==> src/rtl/regfile_alu_pkg.sv <==
// regfile_alu_pkg
//   Shared types and defaults for the register-file ALU sequencer.
//   - state_t : sequencer FSM states (IDLE, READ, EXEC, WRITE, FIN)
//   - op_t    : ALU operation codes (ADD, SUB, AND, XOR)
//   - DEF_*   : default data / address widths of the 4x4 register file
package regfile_alu_pkg;

    localparam int DEF_WIDTH   = 4;
    localparam int DEF_RADDR_W = 2;
    localparam int DEF_WADDR_W = 3;

    // IDLE must encode as 0 so that reset lands there.
    typedef enum logic [2:0] {
        IDLE  = 3'd0,
        READ  = 3'd1,
        EXEC  = 3'd2,
        WRITE = 3'd3,
        FIN   = 3'd4
    } state_t;

    typedef enum logic [1:0] {
        OP_ADD = 2'b00,
        OP_SUB = 2'b01,
        OP_AND = 2'b10,
        OP_XOR = 2'b11
    } op_t;

endpackage

==> src/rtl/regfile_alu_sequencer_alu_core.sv <==
// alu_core
//   Combinational 4-function ALU used by the sequencer's EXEC state.
//   Ports:
//     i_op    in  2      operation code (op_t encoding)
//     i_a     in  WIDTH  first operand (P)
//     i_b     in  WIDTH  second operand (Q)
//     o_res   out WIDTH  result, mod 2^WIDTH
//     o_carry out 1      ADD carry-out / SUB borrow; only with ALU_FLAGS_EN
//   Configuration macro: ALU_FLAGS_EN (adds o_carry).
module alu_core
    import regfile_alu_pkg::*;
#(
    parameter int WIDTH = DEF_WIDTH
) (
    input  logic [1:0]       i_op,
    input  logic [WIDTH-1:0] i_a,
    input  logic [WIDTH-1:0] i_b,
`ifdef ALU_FLAGS_EN
    output logic             o_carry,
`endif
    output logic [WIDTH-1:0] o_res
);

    logic [WIDTH-1:0] w_add;
    logic [WIDTH-1:0] w_sub;

`ifdef ALU_FLAGS_EN
    // One extra bit: MSB of the sum is carry-out, MSB of the difference is borrow.
    logic [WIDTH:0] w_sum_x;
    logic [WIDTH:0] w_dif_x;

    assign w_sum_x = {1'b0, i_a} + {1'b0, i_b};
    assign w_dif_x = {1'b0, i_a} - {1'b0, i_b};
    assign w_add   = w_sum_x[WIDTH-1:0];
    assign w_sub   = w_dif_x[WIDTH-1:0];

    always_comb begin
        o_carry = 1'b0;
        case (op_t'(i_op))
            OP_ADD:  o_carry = w_sum_x[WIDTH];
            OP_SUB:  o_carry = w_dif_x[WIDTH];
            default: o_carry = 1'b0;
        endcase
    end
`else
    assign w_add = i_a + i_b;
    assign w_sub = i_a - i_b;
`endif

    always_comb begin
        o_res = '0;
        case (op_t'(i_op))
            OP_ADD:  o_res = w_add;
            OP_SUB:  o_res = w_sub;
            OP_AND:  o_res = i_a & i_b;
            OP_XOR:  o_res = i_a ^ i_b;
            default: o_res = '0;
        endcase
    end

endmodule

==> src/rtl/regfile_alu_sequencer.sv <==
// regfile_alu_sequencer
//   Read-execute-writeback sequencer for a 4x4 register file. One ALU op per
//   START: drive P/Q read addresses, latch DATAP/DATAQ, compute, write back.
//   Ports:
//     CLK, CLR          clock (rising edge), async active-high reset
//     START             op request, sampled only in IDLE
//     OP/SRC_P/SRC_Q/DST op fields, captured once at the IDLE->READ edge
//     DATAP, DATAQ      combinational read data from the register file
//     RP, RQ            read addresses (READ and EXEC, else 0)
//     WA, WR, LD_DATA   write port (WRITE only, else 0); WR=~DST[2]
//     BUSY              high in every state but IDLE
//     DONE              one-cycle pulse in FIN
//     CARRY, ZERO       ALU flags, updated in EXEC; only with ALU_FLAGS_EN
//   Configuration macro: ALU_FLAGS_EN.
module regfile_alu_sequencer
    import regfile_alu_pkg::*;
#(
    parameter int WIDTH   = DEF_WIDTH,
    parameter int RADDR_W = DEF_RADDR_W,
    parameter int WADDR_W = DEF_WADDR_W
) (
    input  logic               CLK,
    input  logic               CLR,
    input  logic               START,
    input  logic [1:0]         OP,
    input  logic [RADDR_W-1:0] SRC_P,
    input  logic [RADDR_W-1:0] SRC_Q,
    input  logic [WADDR_W-1:0] DST,
    input  logic [WIDTH-1:0]   DATAP,
    input  logic [WIDTH-1:0]   DATAQ,
    output logic [RADDR_W-1:0] RP,
    output logic [RADDR_W-1:0] RQ,
    output logic [WADDR_W-1:0] WA,
    output logic               WR,
    output logic [WIDTH-1:0]   LD_DATA,
`ifdef ALU_FLAGS_EN
    output logic               CARRY,
    output logic               ZERO,
`endif
    output logic               BUSY,
    output logic               DONE
);

    state_t               r_state;
    state_t               w_next;

    logic [1:0]           r_op;
    logic [WADDR_W-1:0]   r_dst;
    logic [WIDTH-1:0]     r_opa;
    logic [WIDTH-1:0]     r_opb;
    logic [RADDR_W-1:0]   r_rp;
    logic [RADDR_W-1:0]   r_rq;
    logic [WADDR_W-1:0]   r_wa;
    logic                 r_wr;
    logic [WIDTH-1:0]     r_result;
    logic                 r_done;
    logic [WIDTH-1:0]     w_alu;

`ifdef ALU_FLAGS_EN
    logic                 w_carry;
    logic                 r_carry;
    logic                 r_zero;
`endif

    alu_core #(.WIDTH(WIDTH)) u_alu (
        .i_op    (r_op),
        .i_a     (r_opa),
        .i_b     (r_opb),
`ifdef ALU_FLAGS_EN
        .o_carry (w_carry),
`endif
        .o_res   (w_alu)
    );

    // State register
    always_ff @(posedge CLK or posedge CLR) begin
        if (CLR) r_state <= IDLE;
        else     r_state <= w_next;
    end

    // Next state; no waiting anywhere once an op is accepted
    always_comb begin
        w_next = r_state;
        BUSY   = (r_state != IDLE);
        case (r_state)
            IDLE:    if (START) w_next = READ;
            READ:    w_next = EXEC;
            EXEC:    w_next = WRITE;
            WRITE:   w_next = FIN;
            FIN:     w_next = IDLE;
            default: w_next = IDLE;
        endcase
    end

    // Datapath and registered outputs. Each output register is loaded on the
    // edge that enters its active state and cleared on the edge that leaves
    // it, so the pins never glitch and read 0 outside their window.
    // r_result doubles as the LD_DATA register: it only carries the result
    // while the write is being presented.
    always_ff @(posedge CLK or posedge CLR) begin
        if (CLR) begin
            r_op     <= '0;
            r_dst    <= '0;
            r_opa    <= '0;
            r_opb    <= '0;
            r_rp     <= '0;
            r_rq     <= '0;
            r_wa     <= '0;
            r_wr     <= 1'b0;
            r_result <= '0;
            r_done   <= 1'b0;
`ifdef ALU_FLAGS_EN
            r_carry  <= 1'b0;
            r_zero   <= 1'b0;
`endif
        end else begin
            r_wa     <= '0;
            r_wr     <= 1'b0;
            r_result <= '0;
            r_done   <= 1'b0;
            case (r_state)
                IDLE: begin
                    if (START) begin
                        r_op  <= OP;
                        r_dst <= DST;
                        r_rp  <= SRC_P;
                        r_rq  <= SRC_Q;
                    end
                end
                READ: begin
                    // Operands are latched here, before any write of this op,
                    // so SRC==DST reads the old value.
                    r_opa <= DATAP;
                    r_opb <= DATAQ;
                end
                EXEC: begin
                    r_rp     <= '0;
                    r_rq     <= '0;
                    r_wa     <= r_dst;
                    r_wr     <= ~r_dst[WADDR_W-1];
                    r_result <= w_alu;
`ifdef ALU_FLAGS_EN
                    r_carry  <= w_carry;
                    r_zero   <= (w_alu == '0);
`endif
                end
                WRITE: r_done <= 1'b1;
                default: ;
            endcase
        end
    end

    assign RP      = r_rp;
    assign RQ      = r_rq;
    assign WA      = r_wa;
    assign WR      = r_wr;
    assign LD_DATA = r_result;
    assign DONE    = r_done;
`ifdef ALU_FLAGS_EN
    assign CARRY   = r_carry;
    assign ZERO    = r_zero;
`endif

endmodule

==> config.mk <==
export PLATFORM = sky130hd
export DESIGN_NAME = regfile_alu_sequencer
export DESIGN_NICKNAME = d
export VERILOG_FILES = /design/src/rtl/regfile_alu_pkg.sv /design/src/rtl/regfile_alu_sequencer_alu_core.sv /design/src/rtl/regfile_alu_sequencer.sv
export SDC_FILE = /design/constraint.sdc
export NUM_CORES = 1
export LEC_CHECK = 0
export ABC_AREA = 0
export BUFFER_PORTS_ARGS = -buffer_cell sky130_fd_sc_hd__buf_2
export CAP_MARGIN = 30
export CORE_ASPECT_RATIO = 0.8
export CORE_MARGIN = 10
export CORE_UTILIZATION = 25
export CTS_CLUSTER_SIZE = 40
export DETAILED_ROUTE_END_ITERATION = 8
export GPL_TIMING_DRIVEN = 0
export PLACE_DENSITY = 0.49
export SYNTH_ARGS = -nofsm -noshare
export SYNTH_HDL_FRONTEND = slang
export SYNTH_HIERARCHICAL = 1
export SYNTH_SLANG_ARGS = --single-unit
==> constraint.sdc <==
create_clock -name CLK -period 4.1 [get_ports CLK]
set_input_delay 0.205 -clock CLK [delete_from_list [all_inputs] [get_ports CLK]]
set_output_delay 0.205 -clock CLK [all_outputs]
set_load 0.005 [all_outputs]
==> results.md, run 1 <==
- Status: finished clean
- Worst slew pin tran: 0.557 ns
- All-Layer GR Usage: 0.0731
- Root Driver: clkbuf_8
- DR vias: ~1.1k
- Min Tclk post-route: between 2 and 2.5 ns
- Initial antenna violation count: 0
- Power Density: 806 nW/um^2
- Core ar.: slightly below 6000 um^2
- Startpoint Class: flip-flop
- PostCTS Resize Cnt: 0
- Setup violators final: 0
- WP data arrival: ~2.5 ns
- Post-synthesis sequential area ratio: 0.487
- Die width: 106 um
- Synth-to-Final Area Change: 26.4%
- Synthesis warning total: 6
- GRT Residual Overflow: 0
- CTS tree: yes
- Fin Setup TNS: 0 ns
- Final ANT Viol Nets: 0
- RSZ-0062 raised after global routing: no
- Pre-Repair DR Iteration Count: 2
- Kind of critical path: flip-flop to flip-flop
- Port bufs: 33
- Initial Util: 0.255
- # rows: 25
- I/O pins: 34
- Clock slew at reported path FFs: roughly 0.06 ns
- Cell taking the most area after synthesis: dfrtp_1
- Synthesized cell area: 1490 um^2
- Peak Freq: 0.429 GHz
- Slew Viols, Final: 0
- Worst rel slew slack: 0.628
- Max FO, Critical Path: 7
- Area contributors post-synth: dfrtp_1 (49%), mux2_2 (9.8%), ha_1 (6.7%), or4bb_1 (3.0%), and3_1 (2.9%)
- Most common cell after layout, fill and taps aside: buf_2
- Total CTS buffers: 5
- Most frequent cells in the layout: buf_2 (33), dfrtp_1 (29), mux2_2 (13)
- Fillers: between 600 and 700
- Mean post-synth cell area: 12.3 um^2
- Pin count of the biggest net entering global routing: 19
- Die area: 9470 um^2
- NumNets Final: between 150 and 200
- DRC violations left: 0
- Hold-fix buffers, CTS: 1
- VDD IR max: 0.190 mV
- Max Root-Sink Buffers: 2
- First-pass GRT wire length: 5490 um
- Synthesis-stage register bit count: 29
- Total Power: 1.52 mW
- Post-CTS Setup Inserts: 0
- Inserted Diodes: 0
- Crit-path max cell delay: 0.49 ns
- Final hold viol count: 0
- Clock Latency Late Sink: 0.28 ns
- Drt wl/cell: around 14 um
- DP Wirelength: between 2000 and 3000 um
- Clock skew: a little under 0.006 ns
- Via density: between 4 and 5
- Lkg Pwr: 0.912 nW
- Initial DRC Count: 32
- Cells along the critical path: nor2b_4, mux2i_1, ha_1, nor2b_1, o21a_1, a2111oi_2, nand3b_1, and3_1
- Worst setup EP type: flip-flop
- Share of layout cells above drive strength 1: 0.380
- WL final: 3300 um
- Vias in the first global route: about 1.1k
- Post-Syn Nets: 150
- Worst Hold Class: input pin to flip-flop
- Final worst path period share: 0.568
- CP max stage cell: dfrtp_1
- Synth top area share: 0.487
- GP Congestion: between 0.7 and 0.8
- Clk sink count: 29
- Required @ worst endpoint: between 4 and 5 ns
- Max cap viols: 0
- Post-Synthesis Cells: roughly 120
- Die height: 89.1 um
- Post-synth cell types: 34
- # H-tree levels: 2
-- cell type report --
cell class | instances | area (um^2) | area share
plain buffers | 5 | 26.3 | 0.0139
multi-input cells | 77 | 702 | 0.372
repair buffers | 35 | 203 | 0.107
flip-flops and latches | 29 | 726 | 0.385
well taps | 81 | 101 | 0.0537
inverters | 10 | 37.5 | 0.0199
clock buffers | 6 | 82.6 | 0.0438
clock inverters | 1 | 7.51 | 0.00398
-- where the power goes --
group	switching (mW)	internal (mW)
Combinational	0.364	0.400
Clock	0.104	0.132
Sequential	0.107	0.411
-- final timing paths --
| path | start | to | slack [ns] | cells after the start |
|---|---|---|---|---|
| min | DST[2] | r_dst[2] | 0.16 | 2 |
| max | r_op[0] | LD_DATA[3] | 1.77 | 8 |
| max in group asynchronous | CLR | r_state[0] | 3.09 | 4 |
| max reg2reg | r_op[0] | LD_DATA[3] | 1.77 | 8 |
| min reg2reg | r_dst[2] | WR | 0.46 | 1 |
| min in group asynchronous | CLR | LD_DATA[2] | 0.53 | 3 |
-- cell usage after synthesis (all sizes together) --
library cell	instances
and3	7
and3b	2
ha	8
and2	1
xor2	1
dfrtp	29
mux2	13
nor2b	2
xnor2	3
or2	1
nand3b	1
nor3	1
clkbuf	3
nand2b	1
o221ai	4
a21oi	3
o211ai	1
o21a	1
or2b	1
fa	1
a2111oi	1
o21ai	5
or4bb	4
nor4b	2
nor2	6
nor3b	1
o2111ai	1
or3	2
buf	2
mux2i	3
inv	10
-- cells by family after synthesis --
| group | count (synthesis) | synth area share |
|---|---|---|
| DFF | 29 | 0.487 |
| xor gates and xnor gates | 4 | 0.0235 |
| adders and majority gates | 9 | 0.0805 |
| AOI/OAI and AO/OA | 16 | 0.0763 |
| muxes | 16 | 0.118 |
| buffers and inverters | 15 | 0.0428 |
| and+or+nand+nor | 32 | 0.172 |
-- worst max-delay path, delay by kind of cell (launching register included) --
kind            cells  cell delay (ns)
simple gates        4             0.68
compound gates      2             0.51
flops               1             0.49
mux                 1             0.31
fa+ha+maj           1             0.28
-- metrics by stage --
step	util	area, um^2	hold slack (ns)	worst slack (ns)	std cells
3_5_place_dp	0.305	1790	0.279	1.76	236
5_1_grt	0.322	1890	0.152	1.61	244
3_3_place_gp	0.301	1760	0.437	1.83	235
4_1_cts	0.322	1890	0.153	1.74	244
2_1_floorplan	-	1490	0.283	1.99	121
6_report	0.322	1890	0.158	1.77	244
-- metal layers --
metal  GRT usage  vias to the layer above  part of all wire
met4      0.0442                        0             0.024
met3      0.0159                        7             0.034
met2       0.129                       16              0.50
met5           0                        -                 0
li1            -                      511                 -
met1      0.0797                      518              0.44
-- sequential cells by signal, summed over array words and instances, names as in the netlist --
signal	cells
r_opa	4
r_dst	3
WA	3
RP	2
LD_DATA	4
r_opb	4
r_op	2
RQ	2
WR	1
DONE	1
r_state	3
Note: power is estimated with default switching activity, not from simulation.
==> run 2, diff against run 1 <==
--- a/config.mk
+++ b/config.mk
@@ -5,7 +5,7 @@
 export SDC_FILE = /design/constraint.sdc
 export NUM_CORES = 1
 export LEC_CHECK = 0
-export ABC_AREA = 0
+export ABC_AREA = 1
 export BUFFER_PORTS_ARGS = -buffer_cell sky130_fd_sc_hd__buf_2
 export CAP_MARGIN = 30
 export CORE_ASPECT_RATIO = 0.8
@@ -14,7 +14,7 @@
 export CTS_CLUSTER_SIZE = 40
 export DETAILED_ROUTE_END_ITERATION = 8
 export GPL_TIMING_DRIVEN = 0
-export PLACE_DENSITY = 0.49
+export PLACE_DENSITY = 0.51
 export SYNTH_ARGS = -nofsm -noshare
 export SYNTH_HDL_FRONTEND = slang
 export SYNTH_HIERARCHICAL = 1
==> constraint.sdc (replaced) <==
create_clock -name CLK -period 1.9 [get_ports CLK]
set_input_delay 0.095 -clock CLK [delete_from_list [all_inputs] [get_ports CLK]]
set_output_delay 0.095 -clock CLK [all_outputs]
set_load 0.005 [all_outputs]
==> results.md, run 2 <==
- Status: finished clean
- Placed Cells: around 280
- First-pass GRT wire length: about 5400 um
- Initial Util: 0.260
- Total Power: roughly 3.4 mW
- Worst setup EP type: flip-flop
- Switching Fraction: 0.424
- Vias in the first global route: roughly 1.1k
- Drt wl/cell: ~12 um
- Core ar.: 5530 um^2
- CP max stage cell: dfrtp_1
- Worst Hold Class: input pin to flip-flop
- Synthesis warning total: 6
- Post-Syn Nets: about 200
- Internal: 1.95 mW
- Root Driver: clkbuf_8
- Post-synth cell types: 22
- I/O pins: 34
- DR top layer: met4
- Clock slew at reported path FFs: 0.06 ns
- Met2 WL post-DR: 1350 um
- Worst rel slew slack: 0.724
- Slew Viols, Final: 0
- Mux contribution to synthesized area: 0
- Final ANT Viol Nets: 0
- Startpoint Class: flip-flop
- Kind of critical path: flip-flop to flip-flop
- Cell taking the most area after synthesis: dfrtp_1
- EDFF count, synth: 0
- NumNets Final: roughly 240
- Min Tclk post-route: approximately 1.9 ns
- Max cap viols: 0
- GRT Residual Overflow: 0
- Synth top area share: 0.504
- Total CTS buffers: 5
- Max Root-Sink Buffers: 2
- Share of layout cells above drive strength 1: 0.315
- Fin cells: between 200 and 300
- Worst slew pin tran: ~0.41 ns
- Synth top cells by count: nand2_1 (46), dfrtp_1 (29), inv_1 (23)
- Post-synthesis simple-gate area fraction: 0.267
- Max FO, Critical Path: 4
- Post-synthesis xor/xnor area fraction: 0.0122
- Initial antenna violation count: 0
- Pre-Repair DR Iteration Count: 6
- Synth async-reset ratio: 1.00
- Crit-path max cell delay: approximately 0.40 ns
- Final worst path period share: 0.985
- Setup violators final: 0
- WL final: about 3400 um
- Lkg Pwr: 1.06 nW
- R2r startpoint: r_opb[1]
- Clk sink count: 29
- Port bufs: 33
- CP Depth: 10
- Clock Latency Late Sink: about 0.28 ns
- Mean post-synth cell area: approximately 8.6 um^2
- Flop pwr share: 0.317
- CTS tree: yes
- Die width: 105 um
- Synth-to-Final Area Change: 31.6%
- WP data arrival: between 2 and 2.5 ns
- Required @ worst endpoint: 2.10 ns
- Pin count of the biggest net entering global routing: 22
- Adder-cell share of the synthesized area: 0.0835
- Top delay family on crit path: adder cells
- Min-delay src: DATAP[1]
- Fillers: slightly above 600
- Initial DRC Count: 45
- Clock skew: 0.00447 ns
- All-Layer GR Usage: 0.0749
- # H-tree levels: 2
- WP buf/inv: 3
- DRC violations left: 0
- GP Congestion: around 0.81
- Net Switching: 1.44 mW
- Power Density: approximately 1800 nW/um^2
- Die height: 87.9 um
- RSZ-0062 raised after global routing: yes
- Synthesized cell area: between 1000 and 1500 um^2
- Final hold viol count: 0
- DP Wirelength: approximately 2500 um
- Clock power share: 0.165
- VDD IR max: between 0.5 and 0.6 mV
- # rows: 24
- Hold slack: 0.0450 ns
- Main combinational cell family by area after synthesis: simple AND/OR/NAND/NOR gates
- Peak Freq: ~0.53 GHz
- Area contributors post-synth: dfrtp_1 (50%), nand2_1 (12%), ha_1 (7.0%), nand3_1 (7.0%), inv_1 (6.0%)
- Via density: 4.03
- Primary FF master, synth: dfrtp_1
- Cells along the critical path: inv_2, ha_4, a21oi_2, xor2_1, ha_1, buf_4, xnor2_1, o211ai_1, inv_1, nor2_1
- Hold path cells: 3
- Most frequent cell after synthesis: nand2_1
- Die area: just over 9000 um^2
- Most common cell after layout, fill and taps aside: nand2_1
- Inserted Diodes: 0
- DR vias: between 1k and 1.5k
- Met1 wire length: approximately 1700 um
- Post-synthesis compound-gate area fraction: 0.0496
- Synthesis-stage register bit count: 29
- R2R cell count: 10
- Post-synthesis sequential area ratio: 0.504
- Met3 wire len: between 200 and 300 um
- Most frequent cells in the layout: nand2_1 (46), buf_2 (36), dfrtp_1 (28)
- Comb power frac: 0.518
- CP startpoint: r_opb[1]
- Post-Synthesis Cells: about 170
## run 2: cell types whose count changed after synthesis, moves of 4 or more
cell / change
nor2_1: +6
or4bb_1: -4
and3_1: -7
nand4_1: +4
nand2_1: +46
mux2_2: -13
o21ai_2: +5
nand3_1: +20
o221ai_1: -4
o21ai_0: -4
inv_1: +13
## run 2: worst paths after layout
check / to / slack, ns
setup / recovery: LD_DATA[2] / 0.03
hold / removal: r_opa[1] / 0.05
setup reg to reg: LD_DATA[2] / 0.03
hold reg to reg: WR / 0.46
max in group asynchronous: r_op[1] / 1.11
min in group asynchronous: WA[1] / 0.34
## run 2: through the flow
stage               worst slack (ns)  area [um^2]  utilization  setup TNS, ns
floorplan                      0.170         1440            -              0
global placement              0.0268         1700        0.308              0
detailed placement           -0.0106         1730        0.313        -0.0106
CTS                          0.00416         1850        0.334              0
global route                  -0.127         1890        0.343         -0.219
finish                        0.0289         1890        0.343              0
## run 2: routing by layer
| metal | up-vias | global-route usage |
|---|---|---|
| met5 | - | 0 |
| met1 | 528 | 0.102 |
| met2 | 27 | 0.0902 |
| met3 | 4 | 0.0418 |
| li1 | 613 | - |
| met4 | 0 | 0.0373 |
## run 2: cell type report
class	instances	area [um^2]	share of cell area
Buffer	4	22.5	0.0119
Clock buffer	7	96.3	0.0509
Clock inverter	1	5.00	0.00264
Inverter	26	97.6	0.0516
Multi-Input combinational cell	108	622	0.328
Sequential cell	29	727	0.384
Tap cell	78	97.6	0.0516
Timing Repair Buffer	38	225	0.119
## run 2: worst reg2reg max path, stage by stage, from the launching register on
cell and delay (ns):
dfrtp_1 0.40, inv_2 0.07, ha_4 0.15, a21oi_2 0.11
xor2_1 0.18, ha_1 0.30, buf_4 0.16, xnor2_1 0.11
o211ai_1 0.16, inv_1 0.06, nor2_1 0.12
## run 2: timing repair
| item | 4_1_cts | 5_1_grt |
|---|---|---|
| setup buffers | 1 | 2 |
| endpoints found under the hold margin | 8 | 0 |
| pin swaps | 0 | 6 |
| setup endpoints to repair | 1 | 3 |
| resized for setup | 0 | 8 |
| hold buffers | 1 | 0 |
## run 2: cells by family after synthesis
group,after synthesis
AND/OR/NAND/NOR,87
buffers and inverters,30
flip-flops,29
AO/OA/AOI/OAI,10
adder cells (fa/ha/maj),9
XOR/XNOR,2
## run 2: power by group through the flow
stage	logic [mW]	clock network (mW)	registers, mW
global placement	1.53	0	1.09
detailed placement	1.57	0	1.08
global route	2.02	0.604	1.11
floorplan	1.17	0	1.05
finish	1.76	0.558	1.07
CTS	1.60	0.574	1.07
==> run 3, diff against run 2 <==
--- a/config.mk
+++ b/config.mk
@@ -9,12 +9,14 @@
 export BUFFER_PORTS_ARGS = -buffer_cell sky130_fd_sc_hd__buf_2
 export CAP_MARGIN = 30
 export CORE_ASPECT_RATIO = 0.8
-export CORE_MARGIN = 10
+export CORE_MARGIN = 5
 export CORE_UTILIZATION = 25
 export CTS_CLUSTER_SIZE = 40
 export DETAILED_ROUTE_END_ITERATION = 8
+export GPL_ROUTABILITY_DRIVEN = 0
 export GPL_TIMING_DRIVEN = 0
 export PLACE_DENSITY = 0.51
+export REMOVE_ABC_BUFFERS = 1
 export SYNTH_ARGS = -nofsm -noshare
 export SYNTH_HDL_FRONTEND = slang
 export SYNTH_HIERARCHICAL = 1
==> results.md, run 3 (synthesis results as in run 2) <==
- Most used cell along the critical path: nand2_1
- DR vias: 1152
- Initial antenna violation count: 0
- DP Wirelength: between 2000 and 2500 um
- Worst setup EP type: flip-flop
- Die height: a little under 80 um
- Inserted Diodes: 0
- Hold slack: ~0.046 ns
- WL final: between 3000 and 4000 um
- Kind of critical path: flip-flop to flip-flop
- Final ANT Viol Nets: 0
- RSZ-0062 raised after global routing: yes
- CP max stage cell: dfrtp_1
- Most frequent cells in the layout: nand2_1 (45), buf_2 (33), dfrtp_1 (27)
- Switching Fraction: 0.436
- Worst slew pin tran: roughly 0.56 ns
- Root Driver: clkbuf_8
- Setup violators final: 0
- Net Switching: about 1.4 mW
- VDD IR max: 0.849 mV
- Power Density: 1730 nW/um^2
- WP data arrival: 1.94 ns
- First-pass GRT wire length: a little over 5000 um
- Die area: between 7000 and 8000 um^2
- # rows: 24
- Die width: roughly 95 um
- Top delay family on crit path: adder cells
- Internal: 1.82 mW
- DP Area: between 1500 and 2000 um^2
- Fillers: 625
- Startpoint Class: flip-flop
- Vias in the first global route: roughly 1.1k
- All-Layer GR Usage: 0.0902
- Via density: between 4 and 5
- Pre-CTS WS: -0.0232 ns
- Lkg Pwr: around 1.0 nW
- Final worst slack: 0.0887 ns
- Pin count of the biggest net entering global routing: 20
- Clock skew: 0.00786 ns
- Max FO, Critical Path: 3
- Clk sink count: 29
- Fin area: 1860 um^2
- Clock power share: 0.151
- Crit-path max cell delay: around 0.38 ns
- Met1 wire length: approximately 1600 um
- Min Tclk post-route: about 1.8 ns
- GRT Residual Overflow: 0
- Status: finished clean
- Core ar.: between 5000 and 6000 um^2
- Pre-Repair DR Iteration Count: 4
- CTS tree: yes
- Final worst path period share: 0.953
- DRC violations left: 0
- Initial DRC Count: 62
- Initial Util: 0.260
- Worst rel slew slack: 0.626
- I/O pins: 34
- Total CTS buffers: 5
- Port bufs: 33
- Cells along the critical path: inv_2, ha_4, a21oi_2, xor2_1, ha_1, a21oi_2, nand2_1, inv_1, nand2_1, nand3_2, nand2_1, inv_1, nor2_1
- Required @ worst endpoint: 2.03 ns
- Max cap viols: 0
- # H-tree levels: 2
- Synth-to-Final Area Change: 29.6%
- Comb power frac: 0.510
- WP buf/inv: 3
- Worst Hold Class: input pin to flip-flop
- NumNets Final: ~240
- Slew Viols, Final: 0
- Most common cell after layout, fill and taps aside: nand2_1
- Clock slew at reported path FFs: ~0.07 ns
- Share of layout cells above drive strength 1: 0.321
- Final hold viol count: 0
- Flop pwr share: 0.339
- Final Util: 0.337
- Max Root-Sink Buffers: 2
- Peak Freq: between 0.5 and 0.6 GHz
- Drt wl/cell: around 11 um
- Clock Latency Late Sink: between 0.2 and 0.3 ns
- Met3 wire len: 191 um
- DR top layer: met4
- Met2 WL post-DR: 1240 um
## run 3: routing by layer
metal	vias up	global-route usage
met5	-	0
met4	0	0.0303
met3	5	0.0358
met2	28	0.120
met1	509	0.131
li1	610	-
## run 3: path summary, 6_finish.rpt
check                               from          to  slack, ns  cells after the start
min in group asynchronous            CLR    r_dst[1]       0.38                      3
worst min-delay path            DATAP[3]    r_opa[3]       0.05                      3
max in group asynchronous            CLR     r_op[1]       1.05                      4
worst min register to register  r_dst[2]          WR       0.46                      1
worst max register to register  r_opb[0]  LD_DATA[3]       0.09                     13
worst max-delay path            r_opb[0]  LD_DATA[3]       0.09                     13
## run 3: power groups by stage
| stage | Combinational (mW) | Clock (mW) | Sequential (mW) |
|---|---|---|---|
| after detailed placement | 1.48 | 0 | 1.11 |
| after global placement | 1.46 | 0 | 1.12 |
| after global routing | 1.91 | 0.530 | 1.14 |
| after floorplan | 1.11 | 0 | 1.07 |
| final | 1.65 | 0.488 | 1.10 |
| after CTS | 1.54 | 0.510 | 1.09 |
## run 3: area by class of cell
class | instances | area, um^2 | share of cell area
well taps | 78 | 97.6 | 0.0523
multi-input cells | 108 | 627 | 0.336
inverters | 26 | 100 | 0.0537
clock inverters | 3 | 17.5 | 0.00940
repair buffers | 38 | 225 | 0.121
flip-flops and latches | 29 | 728 | 0.391
clock buffers | 5 | 68.8 | 0.0369
## run 3: worst reg2reg max path, cell delays in order, from the launching register on
cell,delay (ns)
dfrtp_1,0.38
inv_2,0.06
ha_4,0.15
a21oi_2,0.11
xor2_1,0.16
ha_1,0.29
a21oi_2,0.15
nand2_1,0.08
inv_1,0.05
nand2_1,0.06
nand3_2,0.06
nand2_1,0.04
inv_1,0.04
nor2_1,0.03
## run 3: through the flow
step,power (mW),TNS (ns),instances
floorplan,2.18,0,163
global placement,2.57,-0.0402,274
detailed placement,2.60,-0.0232,275
CTS,3.14,0,286
global route,3.58,-0.0662,287
finish,3.23,0,287
## run 3: what timing repair did
item | CTS | global route
cloned | 0 | 0
pin swaps | 0 | 6
endpoints found under the hold margin | 10 | 0
hold buffers | 1 | 0
setup buffers | 2 | 1
gates resized for setup | 0 | 13
endpoints found under the setup margin | 1 | 3
